**src/rtl/core_brk_seq.sv**
```systemverilog
// core_brk_seq: interrupt-entry microsequencer for the 2A03 core.
// After the opcode fetch of BRK/IRQ/NMI/RESET, this block runs the six-cycle tail:
//   dummy read, push PCH/PCL/P, fetch vector low/high.
// It then pulses O_pc_load so the core loads O_pc and sets the I flag.
// While the sequence runs, this block drives the core bus.
//
// Optional feature macro: BRK_NMI_HIJACK_EN
//   defined   - vector addresses are sampled on entry to VEC_LO, so an NMI raised
//               during the pushes can redirect a BRK/IRQ to the NMI vector.
//   undefined - vector addresses are latched together with I_start.
//
// Ports:
//   I_clock, I_reset          clock, synchronous active-high reset
//   I_enable                  CPU cycle strobe; state advances only when high
//   I_start                   begin sequence (sampled in IDLE)
//   I_force_brk, I_res        hardware entry / RESET entry (stack cycles become reads)
//   I_vec_addr_lo/hi          vector byte addresses
//   I_pc, I_sp, I_p           PC after opcode fetch, stack pointer, status at start
//   I_data                    bus read data
//   O_addr, O_data, O_rw      bus address, write data, 1 = read
//   O_busy, O_sp              sequence in progress, running stack pointer
//   O_pc, O_pc_load           new PC and its one-enabled-cycle load pulse
module core_brk_seq #(
  parameter logic [7:0] STACK_PAGE = 8'h01,
  parameter logic [7:0] P_ONE_MASK = 8'h20
) (
  input  logic        I_clock,
  input  logic        I_reset,
  input  logic        I_enable,
  input  logic        I_start,
  input  logic        I_force_brk,
  input  logic        I_res,
  input  logic [15:0] I_vec_addr_lo,
  input  logic [15:0] I_vec_addr_hi,
  input  logic [15:0] I_pc,
  input  logic [7:0]  I_sp,
  input  logic [7:0]  I_p,
  input  logic [7:0]  I_data,
  output logic [15:0] O_addr,
  output logic [7:0]  O_data,
  output logic        O_rw,
  output logic        O_busy,
  output logic [7:0]  O_sp,
  output logic [15:0] O_pc,
  output logic        O_pc_load
);

  localparam logic [2:0] IDLE   = 3'd0;
  localparam logic [2:0] DUMMY  = 3'd1;
  localparam logic [2:0] PUSH_H = 3'd2;
  localparam logic [2:0] PUSH_L = 3'd3;
  localparam logic [2:0] PUSH_P = 3'd4;
  localparam logic [2:0] VEC_LO = 3'd5;
  localparam logic [2:0] VEC_HI = 3'd6;

  logic [2:0]  state;
  logic [15:0] ret_addr;
  logic [7:0]  stat;
  logic        res_entry;
  logic        b_flag;
  logic [15:0] vec_hi;
  logic [7:0]  pc_lo;
`ifndef BRK_NMI_HIJACK_EN
  logic [15:0] vec_lo;
`endif

  // Software BRK skips its signature byte, so the return address is PC+1.
  logic [15:0] ret_next;
  assign ret_next = I_force_brk ? I_pc : I_pc + 16'd1;

  always_ff @(posedge I_clock) begin
    if (I_reset) begin
      state     <= IDLE;
      ret_addr  <= 16'h0000;
      stat      <= 8'h00;
      res_entry <= 1'b0;
      b_flag    <= 1'b0;
      vec_hi    <= 16'h0000;
      pc_lo     <= 8'h00;
`ifndef BRK_NMI_HIJACK_EN
      vec_lo    <= 16'h0000;
`endif
      O_addr    <= 16'h0000;
      O_data    <= 8'h00;
      O_rw      <= 1'b1;
      O_busy    <= 1'b0;
      O_sp      <= 8'h00;
      O_pc      <= 16'h0000;
      O_pc_load <= 1'b0;
    end else if (I_enable) begin
      O_pc_load <= 1'b0;
      case (state)
        IDLE: begin
          if (I_start) begin
            ret_addr  <= ret_next;
            O_sp      <= I_sp;
            stat      <= I_p;
            res_entry <= I_res;
            b_flag    <= ~I_force_brk;
`ifndef BRK_NMI_HIJACK_EN
            vec_lo    <= I_vec_addr_lo;
            vec_hi    <= I_vec_addr_hi;
`endif
            O_addr    <= ret_next;
            O_data    <= 8'h00;
            O_rw      <= 1'b1;
            O_busy    <= 1'b1;
            state     <= DUMMY;
          end
        end
        DUMMY: begin
          O_addr <= {STACK_PAGE, O_sp};
          O_data <= ret_addr[15:8];
          O_rw   <= res_entry;
          O_sp   <= O_sp - 8'd1;
          state  <= PUSH_H;
        end
        PUSH_H: begin
          O_addr <= {STACK_PAGE, O_sp};
          O_data <= ret_addr[7:0];
          O_rw   <= res_entry;
          O_sp   <= O_sp - 8'd1;
          state  <= PUSH_L;
        end
        PUSH_L: begin
          O_addr <= {STACK_PAGE, O_sp};
          O_data <= stat | P_ONE_MASK | {3'b000, b_flag, 4'b0000};
          O_rw   <= res_entry;
          O_sp   <= O_sp - 8'd1;
          state  <= PUSH_P;
        end
        PUSH_P: begin
`ifdef BRK_NMI_HIJACK_EN
          // Late sampling lets an NMI that arrived during the pushes take the vector.
          O_addr <= I_vec_addr_lo;
          vec_hi <= I_vec_addr_hi;
`else
          O_addr <= vec_lo;
`endif
          O_data <= 8'h00;
          O_rw   <= 1'b1;
          state  <= VEC_LO;
        end
        VEC_LO: begin
          pc_lo  <= I_data;
          O_addr <= vec_hi;
          O_rw   <= 1'b1;
          state  <= VEC_HI;
        end
        VEC_HI: begin
          O_pc      <= {I_data, pc_lo};
          O_pc_load <= 1'b1;
          O_addr    <= 16'h0000;
          O_data    <= 8'h00;
          O_rw      <= 1'b1;
          O_busy    <= 1'b0;
          state     <= IDLE;
        end
        default: begin
          O_busy <= 1'b0;
          O_rw   <= 1'b1;
          state  <= IDLE;
        end
      endcase
    end
  end

endmodule

```
**config.mk**
```make
export PLATFORM = sky130hd
export DESIGN_NAME = core_brk_seq
export DESIGN_NICKNAME = d
export VERILOG_FILES = /design/src/rtl/core_brk_seq.sv
export SDC_FILE = /design/constraint.sdc
export NUM_CORES = 1
export LEC_CHECK = 0
export CAP_MARGIN = 30
export CORE_ASPECT_RATIO = 0.75
export CORE_MARGIN = 8
export CORE_UTILIZATION = 50
export DETAILED_ROUTE_END_ITERATION = 8
export GPL_ROUTABILITY_DRIVEN = 1
export PLACE_DENSITY = 0.76
export SLEW_MARGIN = 10
export SYNTH_ARGS = -nofsm -noshare
export SYNTH_HDL_FRONTEND = slang
export SYNTH_SLANG_ARGS = --single-unit
```
**constraint.sdc**
```tcl
create_clock -name I_clock -period 2.25 [get_ports I_clock]
set_input_delay 0.45 -clock I_clock [delete_from_list [all_inputs] [get_ports I_clock]]
set_output_delay 0.45 -clock I_clock [all_outputs]
set_load 0.01 [all_outputs]
```
==> Implementation_results.wiki <==
{| class="wikitable"
! Metric !! Value
|-
| Run status || completed
|-
| Synthesis-stage register bit count || 119
|-
| Met3 GRT Util || between 6 and 7%
|-
| Most used flip-flop cell after synthesis || dfxtp_1
|-
| Maximum number of pins on one net before global-route repair || 49
|-
| Post-CTS setup-driven buffer insertion count || 0
|-
| Post-synthesis cell area || 5380 µm²
|-
| # Max-Cap Violations || 0
|-
| Antenna Diode Count || 0
|-
| Via count || 5,724
|-
| Synth cell types || 56
|-
| DRT antenna net count || 0
|-
| Cell row count || 32
|-
| Clock-pin slew on the worst setup and hold paths || 60 ps
|-
| First-pass GRT wire length || 28,100 µm
|-
| RSZ-0062 raised after global routing || false
|-
| Syn-to-layout area delta || 44.9%
|-
| Final Instance Count excl. Fillers || 984
|-
| Post-synth top area share || ~44%
|-
| Met2 track demand over resource in global routing || 38.0%
|-
| Total CTS buffers || 17
|-
| Top cell family by delay on the critical path || simple AND/OR/NAND/NOR gates
|-
| PortBufs || 127
|-
| Largest cells by area after synthesis || dfxtp_1, nand2_1, a21oi_1
|-
| Total number of clock tree sinks || 119
|-
| Leakage power of the design || 0.00280 µW
|-
| Number of instances in the synthesized netlist || 676
|-
| Combined area of the multi-input logic cells || about 2800 µm²
|-
| CP peak stage delay || 550 ps
|-
| CTS tree || built
|-
| Cell Pwr Density || 782 nW/µm²
|-
| CTS root buf || clkbuf_16
|-
| Achievable Freq || 463 MHz
|-
| Final hold viol count || 0
|-
| Maximum fanout along the worst path || 5
|-
| Minimum clock period after layout || about 2200 ps
|-
| GRT Total Usage || 24.2%
|-
| Congestion Overflow GR || 0
|-
| Synth area leader || dfxtp_1
|-
| Bufs and invs on worst path || 1
|-
| Via count of the first global-routing pass || 5,565
|-
| Iteration-0 DRC Markers || between 500 and 600
|-
| Fin. max-slew vios || 0
|-
| Syn Nets || 756
|-
| Placed wire-length estimate || 13,000 µm
|-
| Initial antenna violation count || 0
|-
| Number of synthesized flops with an enable pin || 0
|-
| Final hold slack || 454 ps
|-
| Peak VDD IR || 0.594 mV
|-
| Global routing usage on met1 || 31.1%
|-
| # fillers || 764
|-
| WL final || 17,900 µm
|-
| Overall die width || 136 µm
|-
| Routability-driven placement congestion ratio || 0.859
|-
| Area share of xor/xnor cells in the synthesized design || 1.79%
|-
| Count of nets after finishing || approximately 920
|-
| CP Data Arrival Time || 2460 ps
|-
| Max Root-Sink Buffers || 2
|-
| Hold-fix buffers, CTS || 0
|-
| Share of post-route cells with drive strength above 1 || 13.1%
|-
| Final Cycle Share || 96.0%
|-
| Initial DRT Pass Iterations || 7
|-
| DRC violation count after routing || 0
|-
| GRT busiest layer || met2
|-
| Number of gates given a new drive strength after cts || 0
|-
| Vias/cell || 5.82
|-
| Data required time at the worst endpoint || 2550 ps
|-
| Vertical die dimension || 106 µm
|-
| Utilization after layout || 75.1%
|-
| Initial Util || 51.8%
|-
| Relative slew slack || 38.6%
|-
| Share of flip-flops with an asynchronous set or reset || 0%
|-
| Type of destination of the critical path || flip-flop
|-
| Placed Cells || roughly 950
|-
| Yosys warnings || 0
|-
| Simple-gate portion of the synthesized area || 23.2%
|-
| Combinational family with the most area after synthesis || simple AND/OR/NAND/NOR gates
|-
| Routed length per instance || 18.1 µm
|-
| Share of synthesized cell area in full adder, half adder and majority cells || 0.465%
|-
| Kind of critical path || in2reg
|-
| Clock Latency Late Sink || about 400 ps
|-
| Compound-cell area share of the yosys netlist || 22.8%
|-
| Setup clock skew after layout || about 8.4 ps
|-
| Transition time of the tightest slew-check pin || 912 ps
|-
| Proportion of synthesized area in mux cells || 2.98%
|-
| Area used by sequential logic in the layout || around 2400 µm²
|-
| Final setup vio count || 0
|-
| Top-level I/O count || 129
|-
| Synthesized area per cell || slightly below 8 µm²
|-
| Floorplan core area || 10,400 µm²
|-
| Worst-path cell chain || clkdlybuf4s50_1 > nand4_1 > or4_4 > or3_1 > a311oi_1
|-
| Area enclosed by the die boundary || 14,400 µm²
|-
| Critical path startpoint category || input port
|-
| Register area share after synthesis || 44.3%
|-
| Path category of the worst min-delay check || reg2reg
|-
| Cell at the slowest stage of the critical path || or4_4
|-
| H-tree levels || 4
|}
[power breakdown]
part / internal [µW] / switching [µW]
logic: 424 / 427
clock network: 1920 / 1020
registers: 2210 / 80.7
total: 4560 / 1530
[area by class of cell]
cell class	count	area share (%)
multi-input combinational	496	35.5
inverter	12	0.578
clock buffer	19	5.82
sequential	119	30.6
clock inverter	13	2.47
timing repair buffer	189	22.9
tap	136	2.18
[cell usage after synthesis, types with 5 or more instances]
library cell  count
inv_1            11
nand3_1          13
nor4_1            5
dfxtp_1         119
o21a_1            6
a211oi_1         15
o21ai_0          18
a22oi_1           8
o2bb2ai_1         6
a22o_1            8
buf_2             9
a21oi_1          89
nand2_1         148
a311oi_1         12
nor2_1           52
xnor2_1           6
clkbuf_1         38
or3_1             6
nor2b_1           9
nand3b_1          8
mux2_2            8
nor3_1           18
mux2i_1           7
a222oi_1          5
xor2_1            5
[routing by layer]
metal  vias up  part of all wire, %
met4         0                  1.4
met2       316                   45
met1      2666                   44
met5         -                    0
met3        32                  9.6
li1       2710                    -
[cells by family (layout without fill, tap and decap cells)]
kind of cell               Yosys count  count (layout)
and+or+nand+nor                    277             277
AOI/OAI and AO/OA                  191             191
DFF                                119             119
buffers and inverters               61             233
muxes                               15              15
xor gates and xnor gates            11              11
adders and majority gates            2               2
[per-stage QoR]
stage	setup TNS (ps)	power, µW	worst slack [ps]	instance area (µm²)
2_1_floorplan	0	2710	334	5380
3_3_place_gp	-801	3140	-190	7140
3_5_place_dp	-1370	3170	-253	7140
4_1_cts	0	6090	134	7790
5_1_grt	0	6290	22.7	7790
6_report	0	6090	89.5	7790
[path summary, 6_finish.rpt]
check	startpoint	end	slack [ps]	cells after the start
setup / recovery	I_pc[4]	O_addr[11]	90	5
hold / removal	O_pc[12]	O_pc[12]	450	2
setup reg to reg	state[2]	O_addr[11]	110	4
hold reg to reg	O_pc[12]	O_pc[12]	450	2
[cells in the final DEF, fill, tap and decap left out, types with 4 or more instances in the layout]
cell	netlist	layout
o2bb2ai_1	6	6
inv_1	11	11
buf_12	0	4
a21oi_1	89	89
clkdlybuf4s50_1	0	126
nor2_1	52	51
dfxtp_1	119	119
nand3_1	13	13
nand3b_1	8	8
a22o_1	8	8
nor3_1	18	18
mux2_2	8	8
xor2_1	5	5
mux2i_1	7	7
nor2b_1	9	9
a222oi_1	5	5
nand2_1	148	148
xnor2_1	6	6
a22oi_1	8	8
nor4_1	5	5
clkbuf_16	0	17
o21a_1	6	6
a311oi_1	12	12
a211oi_1	15	15
o21ai_0	18	18
or3_1	6	6
bufinv_16	0	4
buf_4	0	59
[flip-flops by register name (all words and copies together) (netlist names), 3 cells and up]
| register | count |
|---|---|
| O_addr | 16 |
| O_data | 8 |
| O_pc | 16 |
| O_sp | 8 |
| pc_lo | 8 |
| ret_addr | 16 |
| stat | 7 |
| state | 3 |
| vec_hi | 16 |
| vec_lo | 16 |
[worst min-delay path, stage by stage, from the launching register on]
cell,delay (ps)
dfxtp_1,310
nand2_1,50
a21oi_1,50
Power figures use the tool's default switching activity.
